[src/rtl/div_unit.sv]
// -----------------------------------------------------------------------------
// div_unit
//
// Iterative 32-bit integer divider for the RV32M DIV/DIVU/REM/REMU
// instructions. It sits beside the single-cycle ALU in the execute stage and
// produces one quotient bit per cycle using restoring shift-subtract. Signed
// operations run on operand magnitudes, and the sign is fixed up afterwards.
// Division by zero and signed overflow need no special case: the datapath
// already produces the RISC-V-mandated values for them.
//
// Ports
//   CLK          rising-edge clock
//   nRST         asynchronous active-low reset
//   start        request; accepted in IDLE or DONE when flush is low
//   op           00 DIV, 01 DIVU, 10 REM, 11 REMU
//   dividend     first operand, captured when the request is accepted
//   divisor      second operand, captured when the request is accepted
//   flush        synchronous abort; returns to IDLE without a done pulse
//   busy         high while the unit is in CALC or SIGN (pipeline stall)
//   done         one-cycle completion pulse
//   result       registered quotient or remainder, held between completions
//   div_by_zero  registered; divisor was zero for the completed operation
// -----------------------------------------------------------------------------
module div_unit #(
  parameter int DATA_W = 32
) (
  input  logic              CLK,
  input  logic              nRST,
  input  logic              start,
  input  logic [1:0]        op,
  input  logic [DATA_W-1:0] dividend,
  input  logic [DATA_W-1:0] divisor,
  input  logic              flush,
  output logic              busy,
  output logic              done,
  output logic [DATA_W-1:0] result,
  output logic              div_by_zero
);

  localparam int CNT_W = $clog2(DATA_W);

  typedef enum logic [1:0] {
    IDLE,
    CALC,
    SIGN,
    DONE
  } state_t;

  state_t            state;
  logic [CNT_W-1:0]  cnt;
  logic [DATA_W-1:0] quo;      // starts as |dividend|, ends as |quotient|
  logic [DATA_W-1:0] rem;      // partial remainder
  logic [DATA_W-1:0] dvs;      // |divisor|
  logic              sel_rem;  // 1 for REM/REMU
  logic              neg_quo;
  logic              neg_rem;
  logic              dvz;

  // Sign handling of the incoming operands. For the unsigned ops both flags
  // stay low, so the raw operands go straight through.
  logic              dvd_neg;
  logic              dvs_neg;
  logic [DATA_W-1:0] dvd_mag;
  logic [DATA_W-1:0] dvs_mag;

  assign dvd_neg = ~op[0] & dividend[DATA_W-1];
  assign dvs_neg = ~op[0] & divisor[DATA_W-1];
  assign dvd_mag = dvd_neg ? (~dividend + 1'b1) : dividend;
  assign dvs_mag = dvs_neg ? (~divisor + 1'b1) : divisor;

  // One restoring step. The shifted remainder is one bit wider than the
  // operands because it can reach 2*|divisor|-1. A zero divisor always
  // "fits", so the quotient becomes all ones and the remainder collects the
  // dividend bits. That is exactly the RISC-V divide-by-zero result.
  logic [DATA_W:0]   shifted;
  logic [DATA_W:0]   diff;
  logic              fits;

  assign shifted = {rem, quo[DATA_W-1]};
  assign diff    = shifted - {1'b0, dvs};
  assign fits    = (shifted >= {1'b0, dvs});

  // Final sign fix-up, used in the SIGN state.
  logic [DATA_W-1:0] quo_final;
  logic [DATA_W-1:0] rem_final;

  assign quo_final = neg_quo ? (~quo + 1'b1) : quo;
  assign rem_final = neg_rem ? (~rem + 1'b1) : rem;

  // Single state machine. Every output is registered here. flush takes
  // precedence over any state activity and over a simultaneous start.
  always_ff @(posedge CLK or negedge nRST) begin
    if (!nRST) begin
      state       <= IDLE;
      cnt         <= '0;
      quo         <= '0;
      rem         <= '0;
      dvs         <= '0;
      sel_rem     <= 1'b0;
      neg_quo     <= 1'b0;
      neg_rem     <= 1'b0;
      dvz         <= 1'b0;
      busy        <= 1'b0;
      done        <= 1'b0;
      result      <= '0;
      div_by_zero <= 1'b0;
    end else if (flush) begin
      state <= IDLE;
      busy  <= 1'b0;
      done  <= 1'b0;
    end else begin
      case (state)
        IDLE, DONE: begin
          done <= 1'b0;
          if (start) begin
            quo     <= dvd_mag;
            rem     <= '0;
            dvs     <= dvs_mag;
            sel_rem <= op[1];
            // A zero divisor suppresses quotient negation so the result is
            // all ones for every op.
            neg_quo <= (dvd_neg ^ dvs_neg) & (divisor != '0);
            neg_rem <= dvd_neg;
            dvz     <= (divisor == '0);
            cnt     <= CNT_W'(DATA_W - 1);
            busy    <= 1'b1;
            state   <= CALC;
          end else begin
            state <= IDLE;
          end
        end

        CALC: begin
          rem <= fits ? diff[DATA_W-1:0] : shifted[DATA_W-1:0];
          quo <= {quo[DATA_W-2:0], fits};
          if (cnt == '0) begin
            state <= SIGN;
          end else begin
            cnt <= cnt - 1'b1;
          end
        end

        SIGN: begin
          result      <= sel_rem ? rem_final : quo_final;
          div_by_zero <= dvz;
          done        <= 1'b1;
          busy        <= 1'b0;
          state       <= DONE;
        end

        default: begin
          state <= IDLE;
          busy  <= 1'b0;
          done  <= 1'b0;
        end
      endcase
    end
  end

endmodule
[config.mk]
export PLATFORM = sky130hd
export DESIGN_NAME = div_unit
export DESIGN_NICKNAME = d
export VERILOG_FILES = /design/src/rtl/div_unit.sv
export SDC_FILE = /design/constraint.sdc
export NUM_CORES = 1
export LEC_CHECK = 0
export ABC_AREA = 0
export BUFFER_PORTS_ARGS = -buffer_cell sky130_fd_sc_hd__buf_2
export CAP_MARGIN = 20
export CORE_UTILIZATION = 40
export DETAILED_ROUTE_END_ITERATION = 8
export MAX_ROUTING_LAYER = met4
export PLACE_DENSITY = 0.62
export SKIP_CTS_REPAIR_TIMING = 1
export SLEW_MARGIN = 20
export SYNTH_ARGS = -nofsm -noshare
export SYNTH_HDL_FRONTEND = slang
export SYNTH_SLANG_ARGS = --single-unit
[constraint.sdc]
create_clock -name CLK -period 5.55 [get_ports CLK]
set_input_delay 1.11 -clock CLK [delete_from_list [all_inputs] [get_ports CLK]]
set_output_delay 1.11 -clock CLK [all_outputs]
set_load 0.05 [all_outputs]
Word-level counts from Yosys, hierarchy flattened:

Cells that the tools add are included.

* flip-flop bits (word level): 142
* memories kept: 0
* ROM bits: 0
* RAM bits: 0
* logic and storage cells: 71
* bits of input ports: 70
* bits in latches: 0
* output and inout port bits: 35

* divide/modulo/power cells: 0
* multipliers: 0
* bitwise operators: 10
* shift operators: 0
* magnitude comparators: 1
* reduce and logical (&&, ||, !) cells: 12
* add/sub/neg operators: 6
* equality and inequality tests: 7
* multiplexer cells: 22

Operators with widths (number)
* $mux W32: 8
* $add A32 B1 Y32 const B: 4
* $not A32 Y32: 4
* $pmux W32 S2: 2
* $ge A33 B32 Y1: 1
* $logic_not A32 Y1: 1
* $reduce_bool A32 Y1: 1
* $sub A32 B32 Y32: 1
* $mux W5: 2
* $pmux W5 S2: 1
* $ne A3 B3 Y1 const B: 2
* $pmux W2 S3: 1
* $reduce_and A3 Y1: 2
* $logic_not A5 Y1: 1
* $sub A5 B1 Y5 const B: 1
* $eq A2 B2 Y1 const B: 2
* $mux W1: 4
* $mux W2: 2
* $ne A2 B2 Y1 const B: 2
* $pmux W1 S2: 2
* $reduce_and A2 Y1: 2
* $reduce_and A4 Y1: 1
* $and A1 B1 Y1: 3
* $reduce_bool A3 Y1: 1
* 6 further kinds: 7

Logic depth before layout (Yosys ltp):

Gate-level depths: netlist of the first run.

* depth after elaboration: 5
* gate-level depth with buffers: 14
* depth with buffers taken out: 13

Least setup slack after synthesis of the first run:

OpenSTA, ideal clock, no wires.

* path type: input -> register
* start: input port divisor[4]
* end: register neg_quo
* library setup time: 0.121 ns
* slack: 2.299 ns
* required time: 5.429 ns
* buffers on the path: 0
* data arrival time: 3.130 ns
* cell stages on the path: 9
* path through: or3_1 > nor3b_1 > nand2_1 > nor3_1 > nand3_1 > or3_1 > nand3_1 > o21ai_0 > a22o_1

* longest elaborated chain between the ends: 2

Ends and longest elaborated chain
* from (decl): line 32 `input logic [DATA_W-1:0] divisor,`
* $reduce_bool A32 Y1: line 122 `neg_quo <= (dvd_neg ^ dvs_neg) & (divisor != '0);`
* $and A1 B1 Y1: line 122
* to (signal assigned): line 122
* to (decl): line 55 `logic neg_quo;`

No other way between the ends.
A chain may end at the register's enable or synchronous reset.

Final worst setup path of the first run:

* start: register rem[16]
* end: register rem[28]

* longest elaborated chain between the ends: 3
* elaborated cells on any way between the ends: 4
* those cells by class: add/sub (1); order compare (1); mux (2)

Ends and longest elaborated chain
* from (decl): line 52 `logic [DATA_W-1:0] rem;`
* from (signal assigned): line 134 `rem <= fits ? diff[DATA_W-1:0] : shifted[DATA_W-1:0];`
* $sub A32 B32 Y32 / $ge A33 B32 Y1 (equally long branches): line 80, 81
* $mux W32 (*): line 134
* $pmux W32 S2 (*): line 112 `case (state)`

Every way passes the cells marked *; elsewhere a longest branch is shown, timed or not.

==> results of run 1 <==
-- per-layer routing --
metal | GRT usage | vias up | routed length (um)
met5 | - | - | 0
met4 | 0.05403 | 0 | 467
met3 | 0.03056 | 34 | 843
met2 | 0.3737 | 172 | 13620
met1 | 0.2686 | 4422 | 12120
li1 | - | 4600 | -
-- state kept, by name, summed over array words and instances (netlist names) --
name / cells
state: 2
busy: 1
dvs: 32
result: 32
done: 1
neg_quo: 1
rem: 32
quo: 32
neg_rem: 1
div_by_zero: 1
cnt: 5
sel_rem: 1
dvz: 1
-- power groups by stage --
stage	Sequential, mW	Clock [mW]	Combinational, mW
after floorplan	2.08	0	2.69
after global placement	1.96	0	3.73
after detailed placement	1.97	0	3.76
after CTS	1.95	1.23	3.78
after global routing	2.00	1.27	4.26
final	1.93	1.21	3.82
-- worst reg2reg max path, cell delays in order, from the launching register on --
cell      delay [ps]
dfrtp_1          440
ha_1             430
and3_1           310
nand2_1          100
or4_1            540
o41ai_1          400
a211oi_1         160
o21ai_4          200
buf_4            290
inv_1            230
and3_1           230
a211o_1          220
-- logic make-up (layout without fill, tap and decap cells) --
kind of cell	Yosys count	after routing	share of synthesized area
compound gates	408	408	0.2398
simple gates	371	371	0.1669
xor+xnor	146	146	0.1243
flops	142	142	0.3455
buf+inv	130	209	0.04829
fa+ha+maj	41	41	0.05060
mux	25	25	0.02469
-- stage by stage --
step                cell area [um^2]  setup slack (ps)  total power, mW  instances  utilization
finish                         11690              1874            6.959       1672       0.4640
global route                   11690              1652            7.524       1672       0.4640
CTS                            11650              1918            6.963       1671       0.4627
detailed placement             11050              1667            5.729       1639       0.4386
global placement               11050              1760            5.685       1639       0.4386
floorplan                      10290              2299            4.767       1263            -
-- synthesized netlist by cell type (all sizes together), types with 14 or more instances --
| cell | instances | area share |
|---|---|---|
| nor4 | 14 | 0.0085 |
| o21ai | 180 | 0.088 |
| a22oi | 30 | 0.022 |
| nor3 | 18 | 0.0088 |
| o31ai | 28 | 0.022 |
| dfrtp | 142 | 0.35 |
| nand3 | 18 | 0.0088 |
| nand2b | 17 | 0.010 |
| xnor2 | 83 | 0.071 |
| a21oi | 87 | 0.042 |
| or3 | 16 | 0.010 |
| mux2i | 22 | 0.021 |
| ha | 40 | 0.049 |
| nor2 | 74 | 0.027 |
| clkbuf | 53 | 0.019 |
| nand2 | 166 | 0.061 |
| inv | 64 | 0.023 |
| a21o | 16 | 0.012 |
| xor2 | 63 | 0.054 |
-- how the worst max path moves through the flow --
stage,from,end,slack (ps),cells after the start
after floorplan,divisor[4],neg_quo$_DFFE_PN0P_,2300,9
after global placement,divisor[4],dvs[25]$_DFFE_PN0P_,1760,10
after detailed placement,divisor[4],dvs[29]$_DFFE_PN0P_,1670,10
after CTS,rem[18]$_DFFE_PN0P_,rem[28]$_DFFE_PN0P_,1920,11
after global routing,dividend[4],quo[31]$_DFFE_PN0P_,1650,10
final,rem[16]$_DFFE_PN0P_,rem[28]$_DFFE_PN0P_,1870,11
-- area by class of cell --
cell class / instances / area [um^2]
repair buffers: 113 / 614.3
inverters: 64 / 240.2
fillers: 2501 / 13500
well taps: 330 / 412.9
clock buffers: 20 / 446.7
flip-flops and latches: 142 / 3555
clock inverters: 12 / 160.2
multi-input cells: 991 / 6256
==> metrics.txt, run 1 <==
clk root buf clkbuf_16; crit path max-delay cell type or4_1; via count 9,228; Post-Synthesis Cell Area 10,290 um^2; arrival time at the worst endpoint 3990 ps; Avg WL per Cell 16.18 um; Hold Startpoint result[0]$_DFFE_PN0P_; Crit. End Element flip-flop; pwr/cell area 595.6 nW/um^2; GR Overflow Total 0; RR Startpoint rem[16]$_DFFE_PN0P_; die area 26,360 um^2; Die Width 162.4 um; Post-synth ARST share 1.000; sequential share of power 0.278; Clk pwr share 0.174; post-synthesis net count 1,374; HPWL Detailed 20.10 mm; CP Max Fanout 24; worst path bufs/invs 2; clock latency on the worst-skew pair 430 ps; largest net degree at the start of global routing 74; Yosys reg bits 142; RSZ-0062 raised after global routing false; sw frac 0.4842; DRT antenna net count 0; starting density of the core 0.4085; worst r2r path cells 11; Yosys cell types 62; Final Hold Slack 474.6 ps; Hold WC Path Type flip-flop to flip-flop; Die Height 162.4 um; WL final 27.05 mm; diode count 0; post-DR vias/cell 5.519; initial antenna violation count 0; Fin Setup TNS 0 ps; remaining routing DRC violations 0; P_sw 3.370 mW; kind of critical path flip-flop to flip-flop; first-pass GRT wire length 44.55 mm; final count of pins violating max slew 0; Comb power frac 0.549; cts bufs inserted 17; fin crit period 3676 ps; EDFF count, synth 0; status finished, final reports clean; Core Region 25,180 um^2; critical path required time 5860 ps; Setup-failing EPs final 0; commonest non-fill, non-tap cell in the layout o21ai_0; R2R Setup Slk 1870 ps; worst hold path depth 2; Post-Syn Instances 1,263; vias in the first global route 8,889; most frequent cells in the layout o21ai_0 (178), nand2_1 (166), dfrtp_1 (141); Iter 0 DRT Violations 631; CTS max path bufs 2; post-synthesis sequential area ratio 0.3455; fmax 0.2720 GHz; Int Pwr 3.590 mW; yosys warns 0; TritonCTS clock tree built; worst vdd ir 0.3901 mV; Final period util 0.6623; total track usage 0.2178; startpoint types flip-flop; final hold violations 0; maxcap violations 0; first drt pass iteration count 5; FP Rows 58; syn_area_per_cell 8.144 um^2; P&R area growth vs syn 13.60%; Leak 5.311 nW; Top-Level Pins 105; Slew HR 0.2994; slowest stage delay, CP 540 ps; GP Congestion 0.8965; htree depth 4; reg2reg end rem[28]$_DFFE_PN0P_; Net count, final 1,440; layout cells sized above 1 0.1215; clock transition at the registers of the reported paths 60 ps; Worst Skew 17.34 ps; Hold EP result[0]$_DFFE_PN0P_; delay-heaviest family, CP simple AND/OR/NAND/NOR gates; IO buf count 104; Worst Max-Slew Pin Slew 1049 ps; top_reg_cell synth dfrtp_1; Top cell by count, worst path and3_1; CP cell instances ha_1, and3_1, nand2_1, or4_1, o41ai_1, a211oi_1, o21ai_4, buf_4, inv_1, and3_1, a211o_1; clk sinks 142
(Power assumes the default switching activity.)
==> run 2, diff against run 1 <==
clock period = 3.8 ns   (was 5.55 ns; I/O delays follow)
==> metrics.txt, run 2 (synthesized netlist as in run 1, its figures left out) <==
status finished, final reports clean; sw frac 0.4758; Top-Level Pins 105; fmax 0.2918 GHz; GR Overflow Total 0; Leak 5.381 nW; TritonCTS clock tree built; first-pass GRT wire length 44.22 mm; Final period util 0.9017; Worst Skew 13.91 ps; Final Hold Slack 300.4 ps; worst r2r path cells 10; min setup slack post-route 373.5 ps; Hold WC Path Type primary input to async pin; arrival time at the worst endpoint 3760 ps; largest net degree at the start of global routing 69; critical path required time 4130 ps; vias in the first global route 8,779; clock transition at the registers of the reported paths 60 ps; diode count 0; reg2reg end rem[25]$_DFFE_PN0P_; initial antenna violation count 0; first drt pass iteration count 5; worst vdd ir 0.5019 mV; Iter 0 DRT Violations 578; pwr/cell area 870.9 nW/um^2; DRT antenna net count 0; crit path max-delay cell type or4_1; Fill cells 2,524; htree depth 4; clock latency on the worst-skew pair 430 ps; layout cells sized above 1 0.1299; FP Rows 58; Core Region 25,180 um^2; via count 9,160; Top cell by count, worst path nand2_1; Clk pwr share 0.177; Area after DPL 11,150 um^2; sequential share of power 0.271; Avg WL per Cell 16.00 um; CP cell instances ha_1, and3_1, nand2_1, or4_1, o41ai_1, a211oi_1, o21ai_4, buf_6, nand2_1, o221ai_1; maxcap violations 0; Die Height 162.4 um; fin crit period 3426 ps; WL final 26.96 mm; IO buf count 104; die area 26,360 um^2; Int Pwr 5.384 mW; total track usage 0.2165; Die Width 162.4 um; worst path bufs/invs 1; cts bufs inserted 17; GP Congestion 0.8852; Multi-input gate area 6256 um^2; Setup-failing EPs final 0; Worst Max-Slew Pin Slew 1034 ps; R2R Setup Slk 370 ps; Crit. End Element flip-flop; Fin Setup TNS 0 ps; kind of critical path flip-flop to flip-flop; startpoint types flip-flop; RR Startpoint rem[16]$_DFFE_PN0P_; commonest non-fill, non-tap cell in the layout o21ai_0; P&R area growth vs syn 14.65%; final hold violations 0; CP Max Fanout 27; Slew HR 0.3095; P_sw 4.886 mW; Comb power frac 0.552; RSZ-0062 raised after global routing false; clk root buf clkbuf_16; starting density of the core 0.4085; most frequent cells in the layout o21ai_0 (178), nand2_1 (166), dfrtp_1 (141); remaining routing DRC violations 0; Finished Cell Area 11,790 um^2; pre-CTS WS 317.0 ps; delay-heaviest family, CP simple AND/OR/NAND/NOR gates; Reg area 3555 um^2; Net count, final 1,453; CTS max path bufs 2; clk sinks 142; slowest stage delay, CP 560 ps; post-DR vias/cell 5.436; HPWL Detailed 20.30 mm; final count of pins violating max slew 0
==> run 2: power groups by stage <==
stage / combinational [mW] / sequential (mW) / clock (mW)
4_1_cts: 5.69 / 2.78 / 1.86
6_report: 5.67 / 2.78 / 1.82
5_1_grt: 6.35 / 2.88 / 1.92
3_3_place_gp: 5.60 / 2.79 / 0
2_1_floorplan: 3.93 / 3.03 / 0
3_5_place_dp: 5.65 / 2.81 / 0
==> run 2: through the flow <==
step	util	instances	total power, mW
floorplan	-	1263	6.962
global placement	0.4428	1653	8.393
detailed placement	0.4428	1653	8.454
CTS	0.4680	1685	10.33
global route	0.4683	1685	11.15
finish	0.4683	1685	10.27
==> run 2: worst max-delay path by stage <==
stage                                    from                   to  slack (ps)  cells after the start
final                     rem[16]$_DFFE_PN0P_  rem[25]$_DFFE_PN0P_         370                     10
after global routing      rem[16]$_DFFE_PN0P_  rem[25]$_DFFE_PN0P_          70                     10
after CTS                 rem[16]$_DFFE_PN0P_  rem[25]$_DFFE_PN0P_         290                     10
after detailed placement  rem[16]$_DFFE_PN0P_  rem[25]$_DFFE_PN0P_         320                     10
after global placement    rem[18]$_DFFE_PN0P_  rem[25]$_DFFE_PN0P_         440                     10
after floorplan           rem[17]$_DFFE_PN0P_  rem[30]$_DFFE_PN0P_         700                     13
==> run 2: worst reg2reg max path, stage by stage (launching register included) <==
cell      delay (ps)
dfrtp_1          460
ha_1             440
and3_1           320
nand2_1          110
or4_1            560
o41ai_1          390
a211oi_1         150
o21ai_4          210
buf_6            280
nand2_1          190
o221ai_1         240
==> run 2: layer usage <==
layer	up-vias	wire, um	share of wire	GRT usage
met3	28	722	0.027	0.03056
met5	-	0	0	-
met1	4357	12220	0.45	0.2688
met4	0	403	0.015	0.05360
met2	155	13610	0.50	0.3695
li1	4620	-	-	-
==> run 2: cell type report <==
| type | instances | share of cell area |
|---|---|---|
| multi-input cells | 991 | 0.5305 |
| flip-flops and latches | 142 | 0.3014 |
| repair buffers | 126 | 0.05899 |
| clock buffers | 22 | 0.04021 |
| well taps | 330 | 0.03501 |
| inverters | 64 | 0.02037 |
| clock inverters | 10 | 0.01347 |
==> run 3, diff against run 2 <==
ABC_AREA = 1   (was 0)
PLACE_DENSITY = 0.61   (was 0.62)
==> metrics.txt, run 3 <==
status finished, final reports clean; dominant cells by area after synthesis dfrtp_1 (28%), nand2_1 (20%), nand3_1 (10%); vias in the first global route 12,546; kind of critical path flip-flop to flip-flop; critical path required time 4130 ps; Synth top area share 0.2788; Post-Synthesis Cell Area 12,750 um^2; most frequent cells in the layout nand2_1 (677), inv_1 (316), nand3_1 (258); Post-synth ARST share 1.000; layout cells sized above 1 0.09622; top_reg_cell synth dfrtp_1; Top-Level Pins 105; first drt pass iteration count 7; clk root buf clkbuf_16; diode count 0; yosys warns 0; EDFF count, synth 0; pre-CTS WS 953.0 ps; Setup-failing EPs final 0; CTS max path bufs 2; startpoint types flip-flop; Slew HR 0.2837; largest net degree at the start of global routing 79; die area 32,580 um^2; Yosys reg bits 142; reg2reg end rem[26]$_DFFE_PN0P_; final count of pins violating max slew 0; Worst Max-Slew Pin Slew 1068 ps; Finished Layout Cells 2,589; clock transition at the registers of the reported paths 60 ps; initial antenna violation count 0; syn_area_per_cell 6.052 um^2; FP Rows 64; pwr/cell area 672.3 nW/um^2; post-DR vias/cell 5.289; remaining routing DRC violations 0; IO buf count 104; Avg WL per Cell 16.77 um; Leak 7.706 nW; WL final 43.41 mm; Die Height 180.5 um; Fin Setup TNS 0 ps; Net count, final 2,292; Crit. End Element flip-flop; Core Region 30,990 um^2; Fill cells 3,301; TritonCTS clock tree built; starting density of the core 0.4113; most common cell in the synthesized netlist nand2_1; arrival time at the worst endpoint 2940 ps; Yosys cell types 45; RR Startpoint rem[28]$_DFFE_PN0P_; DRT antenna net count 0; worst vdd ir 0.4896 mV; Worst Skew 18.23 ps; Final period util 0.6861; Post-Syn Instances 2,106; fin crit period 2607 ps; first-pass GRT wire length 68.92 mm; RSZ-0062 raised after global routing false; Final Hold Slack 338.2 ps; CP Max Fanout 33; commonest non-fill, non-tap cell in the layout nand2_1; clk sinks 142; GR Overflow Total 0; P&R area growth vs syn 11.68%; final hold violations 0; via count 13,693; GP Congestion 0.9903; Util after Layout 0.4593; Iter 0 DRT Violations 1,276; Die Width 180.5 um; fmax 0.3835 GHz; total power 9.571 mW; min setup slack post-route 1193 ps; R2R Setup Slk 1190 ps; maxcap violations 0; Inst Count DP 2,558; htree depth 4; most common library cells after synthesis nand2_1 (677), inv_1 (317), nand3_1 (258); clock latency on the worst-skew pair 450 ps; total track usage 0.2773; worst r2r path cells 11; HPWL Detailed 34.71 mm; Hold WC Path Type primary input to async pin; post-synthesis sequential area ratio 0.2788; cts bufs inserted 17; Finished Cell Area 14,230 um^2; post-synthesis net count 2,217; Synth area leader dfrtp_1; Area after DPL 13,610 um^2
-- run 3: cell count changes after synthesis, moves of 18 or more --
| cell | before | now |
|---|---|---|
| inv_1 | 64 | 317 |
| nand2_2 | 0 | 21 |
| o21ai_0 | 178 | 88 |
| a31oi_1 | 6 | 24 |
| o31ai_1 | 27 | 1 |
| mux2i_1 | 22 | 0 |
| nand2_1 | 166 | 677 |
| a22oi_1 | 30 | 0 |
| a21oi_1 | 87 | 45 |
| xnor2_1 | 83 | 21 |
| xor2_1 | 63 | 25 |
| nand4_1 | 4 | 42 |
| nor2_1 | 74 | 211 |
| nand3_1 | 18 | 258 |
-- run 3: power by group --
group	switching, mW	internal (mW)
sequential	0.448	2.05
clock	0.726	1.09
combinational	3.80	1.46
total	4.97	4.60
-- run 3: cells by family (layout without fill, tap and decap cells) --
logic type / count (synthesis) / after routing / share of synthesized area
compound gates: 208 / 208 / 0.09355
xor+xnor: 46 / 46 / 0.03161
fa+ha+maj: 41 / 41 / 0.04084
buf+inv: 387 / 474 / 0.1178
flops: 142 / 142 / 0.2788
simple gates: 1282 / 1282 / 0.4374
-- run 3: critical path, stage by stage (launching register included) --
cell     delay (ps)
dfrtp_1         490
ha_1            420
inv_1           180
nor2_1           70
a21oi_1         200
nand2_2         120
nor2_8          370
nand2_8         230
nand2_2         210
nand2_1          70
nand2_1          60
nand2_1          50
-- run 3: layout make-up --
cell class                      instances  area [um^2]  share of cell area
Multi-Input combinational cell       1577         7709              0.5415
Clock inverter                         11        153.9             0.01081
Inverter                              327         1227             0.08623
Clock buffer                           20        466.7             0.03279
Tap cell                              396        495.5             0.03481
Sequential cell                       142         3553              0.2496
Timing Repair Buffer                  116        629.4             0.04421
-- run 3: how the worst max path moves through the flow --
stage	slack, ps	end	from	cells past startpoint
6_report	1190	rem[26]$_DFFE_PN0P_	rem[28]$_DFFE_PN0P_	11
5_1_grt	990	rem[26]$_DFFE_PN0P_	rem[12]$_DFFE_PN0P_	13
4_1_cts	1230	rem[26]$_DFFE_PN0P_	rem[27]$_DFFE_PN0P_	11
3_5_place_dp	950	quo[26]$_DFFE_PN0P_	op[0]	9
3_3_place_gp	1050	quo[22]$_DFFE_PN0P_	op[0]	9
2_1_floorplan	1690	quo[18]$_DFFE_PN0P_	dividend[0]	10
-- run 3: routing by layer --
layer	GRT usage	vias up	wire, um
li1	-	6888	-
met1	0.3988	6328	21460
met2	0.4071	417	18670
met3	0.02546	60	2237
met4	0.08889	0	1044
met5	-	-	0
